### src/rtl/lift_pkg.sv
`default_nettype none
// ============================================================================
// Module      : lift_pkg
// Description : Shared FSM state and travel-direction encodings for lift_ctrl_n.
// Revision    : 1.0 - initial release
// ============================================================================
package lift_pkg;

    typedef enum logic [1:0] {
        IDLE = 2'd0,
        MOVE = 2'd1,
        DOOR = 2'd2
    } state_t;

    localparam logic DIR_UP = 1'b0;
    localparam logic DIR_DN = 1'b1;

endpackage
`default_nettype wire

### src/rtl/lift_req_bank.sv
`default_nettype none
// ============================================================================
// Module      : lift_req_bank
// Description : One pending-call register bank with set, per-floor clear,
//               masked end floors and ahead/behind reduction vs the car.
// Revision    : 1.0 - initial release
// ============================================================================
module lift_req_bank
    import lift_pkg::*;
#(
    parameter int FLOORS  = 4,
    parameter int FLOOR_W = 2,
    parameter bit MASK_LO = 1'b0,
    parameter bit MASK_HI = 1'b0
) (
    input  logic               clk,
    input  logic               rst,
    input  logic [FLOORS-1:0]  req,
    input  logic [FLOORS-1:0]  clr,
    input  logic [FLOORS-1:0]  blk,
    input  logic [FLOOR_W-1:0] floor,
    input  logic               dir,
    output logic [FLOORS-1:0]  pend,
    output logic               ahead,
    output logic               behind
);

    logic [FLOORS-1:0] r_pend;
    logic [FLOORS-1:0] w_live;
    logic [FLOORS-1:0] w_above;
    logic [FLOORS-1:0] w_below;

    for (genvar i = 0; i < FLOORS; i++) begin : g_bit
        assign w_live[i]  = !((i == 0 && MASK_LO) || (i == FLOORS - 1 && MASK_HI));
        assign w_above[i] = r_pend[i] && (i > int'(floor));
        assign w_below[i] = r_pend[i] && (i < int'(floor));
    end

    // Clear has priority over a same-cycle request: the call counts as served.
    always_ff @(posedge clk or posedge rst) begin
        if (rst) begin
            r_pend <= '0;
        end else begin
            r_pend <= (r_pend | (req & ~blk)) & ~clr & w_live;
        end
    end

    assign pend   = r_pend;
    assign ahead  = (dir == DIR_UP) ? |w_above : |w_below;
    assign behind = (dir == DIR_UP) ? |w_below : |w_above;

endmodule
`default_nettype wire

### src/rtl/lift_ctrl_n.sv
`default_nettype none
// ============================================================================
// Module      : lift_ctrl_n
// Description : N-floor SCAN elevator controller with timed travel and door.
// Revision    : 1.0 - initial release
// ============================================================================
module lift_ctrl_n
    import lift_pkg::*;
#(
    parameter int FLOORS        = 4,
    parameter int FLOOR_W       = $clog2(FLOORS),
    parameter int TRAVEL_CYCLES = 4,
    parameter int DOOR_CYCLES   = 3
) (
    input  logic               clk,
    input  logic               rst,
    input  logic [FLOORS-1:0]  up_req,
    input  logic [FLOORS-1:0]  dn_req,
    input  logic [FLOORS-1:0]  car_req,
    output logic [FLOOR_W-1:0] floor,
    output logic               dir,
    output logic               moving,
    output logic               door_open,
    output logic [FLOORS-1:0]  up_pend,
    output logic [FLOORS-1:0]  dn_pend,
    output logic [FLOORS-1:0]  car_pend
);

    localparam int c_tcnt_w = $clog2(TRAVEL_CYCLES + 1);
    localparam int c_dcnt_w = $clog2(DOOR_CYCLES + 1);
    localparam logic [c_tcnt_w-1:0] c_tcnt_last = c_tcnt_w'(TRAVEL_CYCLES - 1);
    localparam logic [c_dcnt_w-1:0] c_dcnt_last = c_dcnt_w'(DOOR_CYCLES - 1);
    localparam logic [FLOORS-1:0]   c_up_mask   = {1'b0, {(FLOORS-1){1'b1}}};
    localparam logic [FLOORS-1:0]   c_dn_mask   = {{(FLOORS-1){1'b1}}, 1'b0};

    state_t              r_state;
    logic [FLOOR_W-1:0]  r_floor;
    logic                r_dir;
    logic                r_moving;
    logic                r_door_open;
    logic                r_arrived;
    logic [c_tcnt_w-1:0] r_tcnt;
    logic [c_dcnt_w-1:0] r_dcnt;

    logic [FLOORS-1:0] w_here_1h;
    logic [FLOORS-1:0] w_clr_car, w_clr_up, w_clr_dn;
    logic [FLOORS-1:0] w_blk_car, w_blk_up, w_blk_dn;
    logic w_car_ahead, w_up_ahead, w_dn_ahead;
    logic w_car_behind, w_up_behind, w_dn_behind;
    logic w_ahead, w_behind, w_above, w_below;
    logic w_car_here, w_up_here, w_dn_here;
    logic w_hall_dir_here, w_hall_opp_here, w_here, w_any_here;
    logic w_in_door, w_door_req, w_door_last;
    logic w_enter_door, w_entry_dir, w_door_flip;

    assign w_here_1h = {{(FLOORS-1){1'b0}}, 1'b1} << r_floor;

    lift_req_bank #(.FLOORS(FLOORS), .FLOOR_W(FLOOR_W), .MASK_LO(1'b0), .MASK_HI(1'b1)) u_up (
        .clk(clk), .rst(rst), .req(up_req), .clr(w_clr_up), .blk(w_blk_up),
        .floor(r_floor), .dir(r_dir), .pend(up_pend), .ahead(w_up_ahead), .behind(w_up_behind)
    );

    lift_req_bank #(.FLOORS(FLOORS), .FLOOR_W(FLOOR_W), .MASK_LO(1'b1), .MASK_HI(1'b0)) u_dn (
        .clk(clk), .rst(rst), .req(dn_req), .clr(w_clr_dn), .blk(w_blk_dn),
        .floor(r_floor), .dir(r_dir), .pend(dn_pend), .ahead(w_dn_ahead), .behind(w_dn_behind)
    );

    lift_req_bank #(.FLOORS(FLOORS), .FLOOR_W(FLOOR_W), .MASK_LO(1'b0), .MASK_HI(1'b0)) u_car (
        .clk(clk), .rst(rst), .req(car_req), .clr(w_clr_car), .blk(w_blk_car),
        .floor(r_floor), .dir(r_dir), .pend(car_pend), .ahead(w_car_ahead), .behind(w_car_behind)
    );

    assign w_ahead         = w_car_ahead | w_up_ahead | w_dn_ahead;
    assign w_behind        = w_car_behind | w_up_behind | w_dn_behind;
    assign w_above         = (r_dir == DIR_UP) ? w_ahead : w_behind;
    assign w_below         = (r_dir == DIR_UP) ? w_behind : w_ahead;
    assign w_car_here      = |(car_pend & w_here_1h);
    assign w_up_here       = |(up_pend & w_here_1h);
    assign w_dn_here       = |(dn_pend & w_here_1h);
    assign w_hall_dir_here = (r_dir == DIR_UP) ? w_up_here : w_dn_here;
    assign w_hall_opp_here = (r_dir == DIR_UP) ? w_dn_here : w_up_here;
    assign w_here          = w_car_here | w_hall_dir_here;
    assign w_any_here      = w_car_here | w_up_here | w_dn_here;

    // While the door is open, calls for this floor in the travel direction hold it open instead of latching.
    assign w_in_door   = (r_state == DOOR);
    assign w_door_last = (r_dcnt == c_dcnt_last);
    assign w_door_req  = |(car_req & w_here_1h) |
                         ((r_dir == DIR_UP) ? |(up_req & c_up_mask & w_here_1h)
                                            : |(dn_req & c_dn_mask & w_here_1h));
    assign w_blk_car   = w_in_door ? w_here_1h : '0;
    assign w_blk_up    = (w_in_door && r_dir == DIR_UP) ? w_here_1h : '0;
    assign w_blk_dn    = (w_in_door && r_dir == DIR_DN) ? w_here_1h : '0;

    always_comb begin
        w_enter_door = 1'b0;
        w_entry_dir  = r_dir;
        w_door_flip  = 1'b0;
        case (r_state)
            IDLE: begin
                if (w_any_here) begin
                    w_enter_door = 1'b1;
                    if (!w_hall_dir_here && w_hall_opp_here) begin
                        w_entry_dir = ~r_dir;
                    end
                end
            end
            MOVE: w_enter_door = r_arrived && (w_here || (!w_ahead && w_any_here));
            DOOR: w_door_flip  = !w_door_req && w_door_last && !w_ahead && w_hall_opp_here;
            default: ;
        endcase
    end

    // Entering DOOR serves the car call and the hall call matching the (new) direction.
    assign w_clr_car = w_enter_door ? w_here_1h : '0;
    assign w_clr_up  = ((w_enter_door && w_entry_dir == DIR_UP) || (w_door_flip && r_dir == DIR_DN))
                       ? w_here_1h : '0;
    assign w_clr_dn  = ((w_enter_door && w_entry_dir == DIR_DN) || (w_door_flip && r_dir == DIR_UP))
                       ? w_here_1h : '0;

    always_ff @(posedge clk or posedge rst) begin
        if (rst) begin
            r_state     <= IDLE;
            r_floor     <= '0;
            r_dir       <= DIR_UP;
            r_moving    <= 1'b0;
            r_door_open <= 1'b0;
            r_arrived   <= 1'b0;
            r_tcnt      <= '0;
            r_dcnt      <= '0;
        end else begin
            case (r_state)
                IDLE: begin
                    if (w_enter_door) begin
                        r_state     <= DOOR;
                        r_dir       <= w_entry_dir;
                        r_door_open <= 1'b1;
                        r_dcnt      <= '0;
                    end else if (w_above || w_below) begin
                        r_state   <= MOVE;
                        r_dir     <= w_above ? DIR_UP : DIR_DN;
                        r_moving  <= 1'b1;
                        r_tcnt    <= '0;
                        r_arrived <= 1'b0;
                    end
                end
                MOVE: begin
                    if (!r_arrived) begin
                        if (r_tcnt == c_tcnt_last) begin
                            r_floor   <= (r_dir == DIR_DN) ? r_floor - FLOOR_W'(1) : r_floor + FLOOR_W'(1);
                            r_arrived <= 1'b1;
                            r_tcnt    <= '0;
                        end else begin
                            r_tcnt <= r_tcnt + c_tcnt_w'(1);
                        end
                    end else if (w_enter_door) begin
                        r_state     <= DOOR;
                        r_moving    <= 1'b0;
                        r_door_open <= 1'b1;
                        r_dcnt      <= '0;
                    end else if (w_ahead) begin
                        r_arrived <= 1'b0;
                    end else begin
                        r_state  <= IDLE;
                        r_moving <= 1'b0;
                    end
                end
                DOOR: begin
                    if (w_door_req) begin
                        r_dcnt <= '0;
                    end else if (!w_door_last) begin
                        r_dcnt <= r_dcnt + c_dcnt_w'(1);
                    end else if (w_ahead) begin
                        r_state     <= MOVE;
                        r_door_open <= 1'b0;
                        r_moving    <= 1'b1;
                        r_tcnt      <= '0;
                        r_arrived   <= 1'b0;
                    end else if (w_door_flip) begin
                        r_dir  <= ~r_dir;
                        r_dcnt <= '0;
                    end else if (w_behind) begin
                        r_state     <= MOVE;
                        r_dir       <= ~r_dir;
                        r_door_open <= 1'b0;
                        r_moving    <= 1'b1;
                        r_tcnt      <= '0;
                        r_arrived   <= 1'b0;
                    end else begin
                        r_state     <= IDLE;
                        r_door_open <= 1'b0;
                    end
                end
                default: r_state <= IDLE;
            endcase
        end
    end

    assign floor     = r_floor;
    assign dir       = r_dir;
    assign moving    = r_moving;
    assign door_open = r_door_open;

endmodule
`default_nettype wire

### config.mk
export PLATFORM = sky130hd
export DESIGN_NAME = lift_ctrl_n
export DESIGN_NICKNAME = d
export VERILOG_FILES = /design/src/rtl/lift_pkg.sv /design/src/rtl/lift_req_bank.sv /design/src/rtl/lift_ctrl_n.sv
export SDC_FILE = /design/constraint.sdc
export NUM_CORES = 1
export LEC_CHECK = 0
export BUFFER_PORTS_ARGS = -buffer_cell sky130_fd_sc_hd__buf_4
export CORE_MARGIN = 2
export CORE_UTILIZATION = 45
export CTS_CLUSTER_SIZE = 20
export DETAILED_ROUTE_END_ITERATION = 7
export GPL_TIMING_DRIVEN = 0
export PLACE_DENSITY_LB_ADDON = 0.3
export SLEW_MARGIN = 15
export SYNTH_ARGS = -nofsm -noshare
export SYNTH_HDL_FRONTEND = slang
export SYNTH_HIERARCHICAL = 1
export SYNTH_SLANG_ARGS = --single-unit
### constraint.sdc
create_clock -name clk -period 7.7 [get_ports clk]
set_input_delay 0.77 -clock clk [delete_from_list [all_inputs] [get_ports clk]]
set_output_delay 0.77 -clock clk [all_outputs]
set_load 0.005 [all_outputs]
* Word level (Yosys, flattened, before mapping)
Cells that the tools add are included.
Word-level totals: register bits after elaboration 23, output and inout bits 17, input port bits 14, word-level logic and storage cells 221
Operators by class: $lt $le $gt $ge 6, bitwise logic cells 32, equality and inequality tests 18, shift operators 1, reductions and logical operators 58, mux-type cells 91, add/subtract/negate cells 4
Operators by type and width (number):
- $mux W1 | 52
- $mux W3 | 11
- $and A4 B4 Y4 | 8
- $mux W2 | 16
- $logic_and A1 B1 Y1 | 28
- $reduce_or A4 Y1 | 6
- $mux W4 | 4
- $not A4 Y4 | 4
- $ne A2 B2 Y1 const B | 6
- $ne A3 B3 Y1 const B | 4
- $pmux W2 S3 | 2
- $reduce_and A6 Y1 | 2
- $reduce_or A3 Y1 | 4
- $pmux W1 S3 | 3
- $pmux W3 S3 | 1
- $reduce_and A9 Y1 | 1
- $and A3 B4 Y4 | 2
- $or A1 B1 Y1 | 8
- $or A4 B4 Y4 | 2
- $reduce_and A8 Y1 | 1
- $reduce_and A7 Y1 | 1
- $and A3 B3 Y3 | 2
- $not A3 Y3 | 2
- $reduce_and A5 Y1 | 1
- other kinds (26) | 39

* Longest topological paths before layout
word-level depth 16, mapped depth 11, mapped depth without buffers 10

* By module
The synthesis kept the hierarchy.
Modules (own cells, without submodules):
- lift_ctrl_n | area each 1315.0 µm², instances 1, cells an instance 168, sequential area each 325.3 µm²
- lift_req_bank (u_car) | area each 220.2 µm², instances 1, cells an instance 28, sequential area each 100.1 µm²
- lift_req_bank (u_up) | area each 220.2 µm², instances 1, cells an instance 30, sequential area each 75.1 µm²
- lift_req_bank (u_dn) | area each 202.7 µm², instances 1, cells an instance 27, sequential area each 75.1 µm²

* Least setup slack after synthesis
Ideal clock, no wire load.
path type flip-flop to flip-flop, from register r_floor[0], in the netlist floor[0], to register r_dir, in the netlist dir, library setup time 0.065 ns, data arrival time 2.857 ns, cell stages (with the launch flop) 11, slack 4.779 ns, buffers on the path 1, data required time 7.635 ns, period minus slack after synthesis 2.921 ns, cells stage by stage dfrtp_1 -> or2_1 -> and3_1 -> a221o_1 -> nor3_1 -> or3_1 -> a21oi_2 -> or3_1 -> buf_2 -> a2111oi_0 -> a211o_1
Between the ends: word-level cells in the longest chain between the ends 15, elaborated cells on any way between the ends 90, classes of those cells order compare (6); eq/ne (4); shift (1); mux (25); bitwise (14); reduce/logical (40)
RTL lines:
- from (decl) | line lift_ctrl_n.sv:37 | logic [FLOOR_W-1:0] r_floor;
- from (signal assigned) | line lift_ctrl_n.sv:150 | r_floor <= (r_dir == DIR_DN) ? r_floor - FLOOR_W'(1) : r_floor + FLOOR_W'(1);
- $lt A1 B2 Y1 (tied with other cells) | line lift_req_bank.sv:36 | assign w_below[i] = r_pend[i] && (i < int'(floor));
- $logic_and A1 B1 Y1, on equally long branches | line lift_req_bank.sv:36, lift_req_bank.sv:35
- $reduce_or A3 Y1 / $reduce_or A2 Y1 (equally long branches) | line lift_req_bank.sv:49 | assign ahead = (dir == DIR_UP) ? |w_above : |w_below;
- $mux W1 (*) | line lift_req_bank.sv:49
- net w_up_ahead | line lift_ctrl_n.sv:48 | logic w_car_ahead, w_up_ahead, w_dn_ahead;
- $or A1 B1 Y1 (*) (2 in series) | line lift_ctrl_n.sv:73 | assign w_ahead = w_car_ahead | w_up_ahead | w_dn_ahead;
- $logic_not A1 Y1 | line lift_ctrl_n.sv:108, lift_ctrl_n.sv:109
- $logic_and A1 B1 Y1 (2 in series) | line lift_ctrl_n.sv:109 | DOOR: w_door_flip = !w_door_req && w_door_last && !w_ahead && w_hall_opp_here;
- $mux W1 | line lift_ctrl_n.sv:99 | case (r_state)
- $mux W1 | line lift_ctrl_n.sv:179 | end else if (w_door_flip) begin
- $mux W1 | line lift_ctrl_n.sv:173 | end else if (w_ahead) begin
- $mux W1 | line lift_ctrl_n.sv:171 | end else if (!w_door_last) begin
- $mux W1 | line lift_ctrl_n.sv:169 | if (w_door_req) begin
- $pmux W1 S2 | line lift_ctrl_n.sv:132 | case (r_state)
- to (signal assigned) | line lift_ctrl_n.sv:136 | r_dir <= w_entry_dir;
- to (signal assigned) | line lift_ctrl_n.sv:141 | r_dir <= w_above ? DIR_UP : DIR_DN;
- to (signal assigned) | line lift_ctrl_n.sv:180 | r_dir <= ~r_dir;
- to (decl) | line lift_ctrl_n.sv:38 | logic r_dir;
The timed path passes the listed nets; every way through them passes the cells marked *. The select of a mux whose other input is x is not followed. A chain may end at the register's enable or synchronous reset.

* Worst setup path in the final report
Ends and elaborated chain as after synthesis.

==> results.py <==
metrics = {
    "outcome": {
        "status": "finished, final reports clean",
    },
    "clock_network": {
        "hold_buffers": 0,
        "cts_sinks": 23,
        "clk_path_buf_depth": 2,
        "insertion_delay_ns": 0.27,
        "cts_max_level": 1,
        "postCtsSetupBuffers": 0,
        "cts_resized": 0,
        "numCtsBuffers": 3,
        "path_clk_slew_ns": 0.09,
        "cts_tree": "done",
        "root_buffer": "clkbuf_8",
    },
    "logic_synthesis": {
        "syn_nets": 264,
        "syn_avg_cell_area_um2": 7.79,
        "synthCells": 249,
        "syn_area_um2": 1940,
        "yosys_warnings": 6,
    },
    "timing": {
        "period_needed_ns": 3.48,
        "period_share_pct": 45.1,
        "finClkSkew_ns": 0.00354,
        "setup-tns-final_ns": 0,
        "tightest_slew_ns": 0.753,
        "fmax_mhz": 288,
        "setup_viol": 0,
        "rsz0062_at_grt": "false",
        "hold_viol_final": 0,
        "relSlewSlack_pct": 49.4,
        "final_max_slew_viol_count": 0,
    },
    "placed_design": {
        "dp_hpwl_um": 3860,
        "place_congestion": 0.883,
        "placed_cell_area_um2": 2200,
        "placed_cells": 325,
        "io_buffers": 26,
    },
    "drt": {
        "firstDrtPassIters": 4,
        "vias": 1934,
        "avgViaCountPerCell": 5.88,
        "routedWlPerCell_um": 14.9,
        "drc": 0,
        "wirelength_um": 4900,
        "ant_nets": 0,
        "drt_iter0_markers": 117,
    },
    "pwr": {
        "cellPowerDensity_nw_per_um2": 251,
        "leakage_nw": 0.938,
        "ir_drop_uv": 121,
    },
    "floorplanning": {
        "ioPinCount": 31,
        "start_util_pct": 47.5,
        "placementRows": 23,
        "dieWidth_um": 69.7,
        "die_height_um": 69.7,
        "dieArea_um2": 4850,
        "core_area_um2": 4090,
    },
    "global_routing": {
        "grt_usage_pct": 20.7,
        "grt.overflow.total": 0,
        "grt_pass1_vias": 1668,
        "antenna_found_initial": 0,
        "grt_max_degree": 22,
        "grt_pass1_wl_um": 8110,
    },
    "worst_setup_path": {
        "critPathBufInv": 1,
        "startpoint_type": "flop",
        "r2r_slack_ns": 4.22,
        "worst-path-max-fanout": 17,
        "arrival_ns": 3.69,
        "cp_slowest_cell": "nor3_1",
        "cp-end-kind": "flop",
        "cp.required_ns": 7.91,
        "cpLargestDelayFamily": "simple AND/OR/NAND/NOR gates",
        "reg2reg_to": "dir$_DFFE_PP0P_",
        "cp_cell_sequence": "or2_1 > and3_1 > a221o_1 > nor3_1 > or3_1 > a21oi_2 > or3_1 > buf_2 > a2111oi_0 > a211o_1",
        "crit_path_max_incr_delay_ns": 0.64,
        "crit_top_cell": "or3_1",
        "r2r_cells": 10,
        "reg2reg_from": "floor[0]$_DFFE_PP0P_",
        "path_class": "flop to flop",
    },
    "final_layout": {
        "area_growth_pct": 15.7,
        "layout-drive-gt1-share_pct": 17.9,
        "fin_nets": 295,
        "final_core_util_pct": 54.9,
        "n_antenna_cell": 0,
        "stdcell_count": 329,
        "final_area_um2": 2240,
    },
    "hold_path": {
        "hold_class": "primary input to async pin",
    },
    "flow_run": {
        "drv_cap": 0,
    },
}
[metrics by stage]
step | hold WS (ns) | power, mW | worst slack [ns]
6_report | 0.384 | 0.563 | 4.22
5_1_grt | 0.386 | 0.607 | 4.07
4_1_cts | 0.386 | 0.564 | 4.26
3_5_place_dp | 0.473 | 0.484 | 4.31
3_3_place_gp | 0.472 | 0.479 | 4.34
2_1_floorplan | 0.449 | 0.395 | 4.78
[per-layer routing]
metal  global-route usage, %  up-vias  wire length, um
met3                    2.18        9              286
met4                    6.62        0               91
met5                       0        -                0
li1                        -      953                -
met1                    28.6      912             2240
met2                    34.0       60             2280
[worst register-to-register path: stages, from the launching register on]
cell and delay [ns]:
dfrtp_1 0.59, or2_1 0.34, and3_1 0.18, a221o_1 0.27, nor3_1 0.64, or3_1 0.22
a21oi_2 0.06, or3_1 0.34, buf_2 0.18, a2111oi_0 0.42, a211o_1 0.18
[placed cells by master (no fill, tap or decap), types with 2 or more instances in the layout]
cell type,instances
and2_1,3
dfrtp_1,23
nand2b_1,4
nor2_1,35
xnor2_1,2
clkbuf_8,3
o21ai_1,3
a221o_1,3
nand3b_1,2
o21a_1,3
o221ai_1,3
o21ai_0,9
nor3_1,13
mux4_2,3
a2bb2oi_1,2
clkbuf_1,6
buf_2,7
mux2_2,3
a21o_1,4
nand2_1,13
nor2b_1,7
o31a_1,2
inv_1,23
a32oi_1,3
a31oi_1,2
buf_4,28
a211o_1,2
nand3_1,5
nor4_1,2
or3_1,5
conb_1,2
a21oi_1,22
mux2i_1,8
[power by group]
group	total (mW)	switching [mW]	leakage, nW	internal (mW)
clock network	0.0778	0.0415	0.0255	0.0363
logic	0.292	0.159	0.664	0.133
registers	0.193	0.0427	0.248	0.150
[how the worst max path moves through the flow]
stage	startpoint	endpoint	slack, ns	depth (start not counted)
after floorplan	floor[0]$_DFFE_PP0P_	dir$_DFFE_PP0P_	4.78	10
after global placement	floor[0]$_DFFE_PP0P_	dir$_DFFE_PP0P_	4.34	10
after detailed placement	floor[0]$_DFFE_PP0P_	dir$_DFFE_PP0P_	4.31	10
after CTS	floor[0]$_DFFE_PP0P_	dir$_DFFE_PP0P_	4.26	10
after global routing	floor[0]$_DFFE_PP0P_	dir$_DFFE_PP0P_	4.07	10
final	floor[0]$_DFFE_PP0P_	dir$_DFFE_PP0P_	4.22	10
[flip-flops by register name, indices dropped and copies added (netlist names)]
signal      cells
moving          1
u_dn/pend       3
u_up/pend       3
door_open       1
r_tcnt          3
floor           2
r_state         2
r_dcnt          2
r_arrived       1
dir             1
u_car/pend      4
[area by class of cell]
class,count,area (um2)
Fill cell,417,1840
Clock inverter,1,5.00
Sequential cell,23,576
Tap cell,50,62.6
Buffer,15,72.6
Clock buffer,3,41.3
Multi-Input combinational cell,188,1210
Inverter,23,86.3
Timing Repair Buffer,26,195
(Power assumes the default switching activity.)
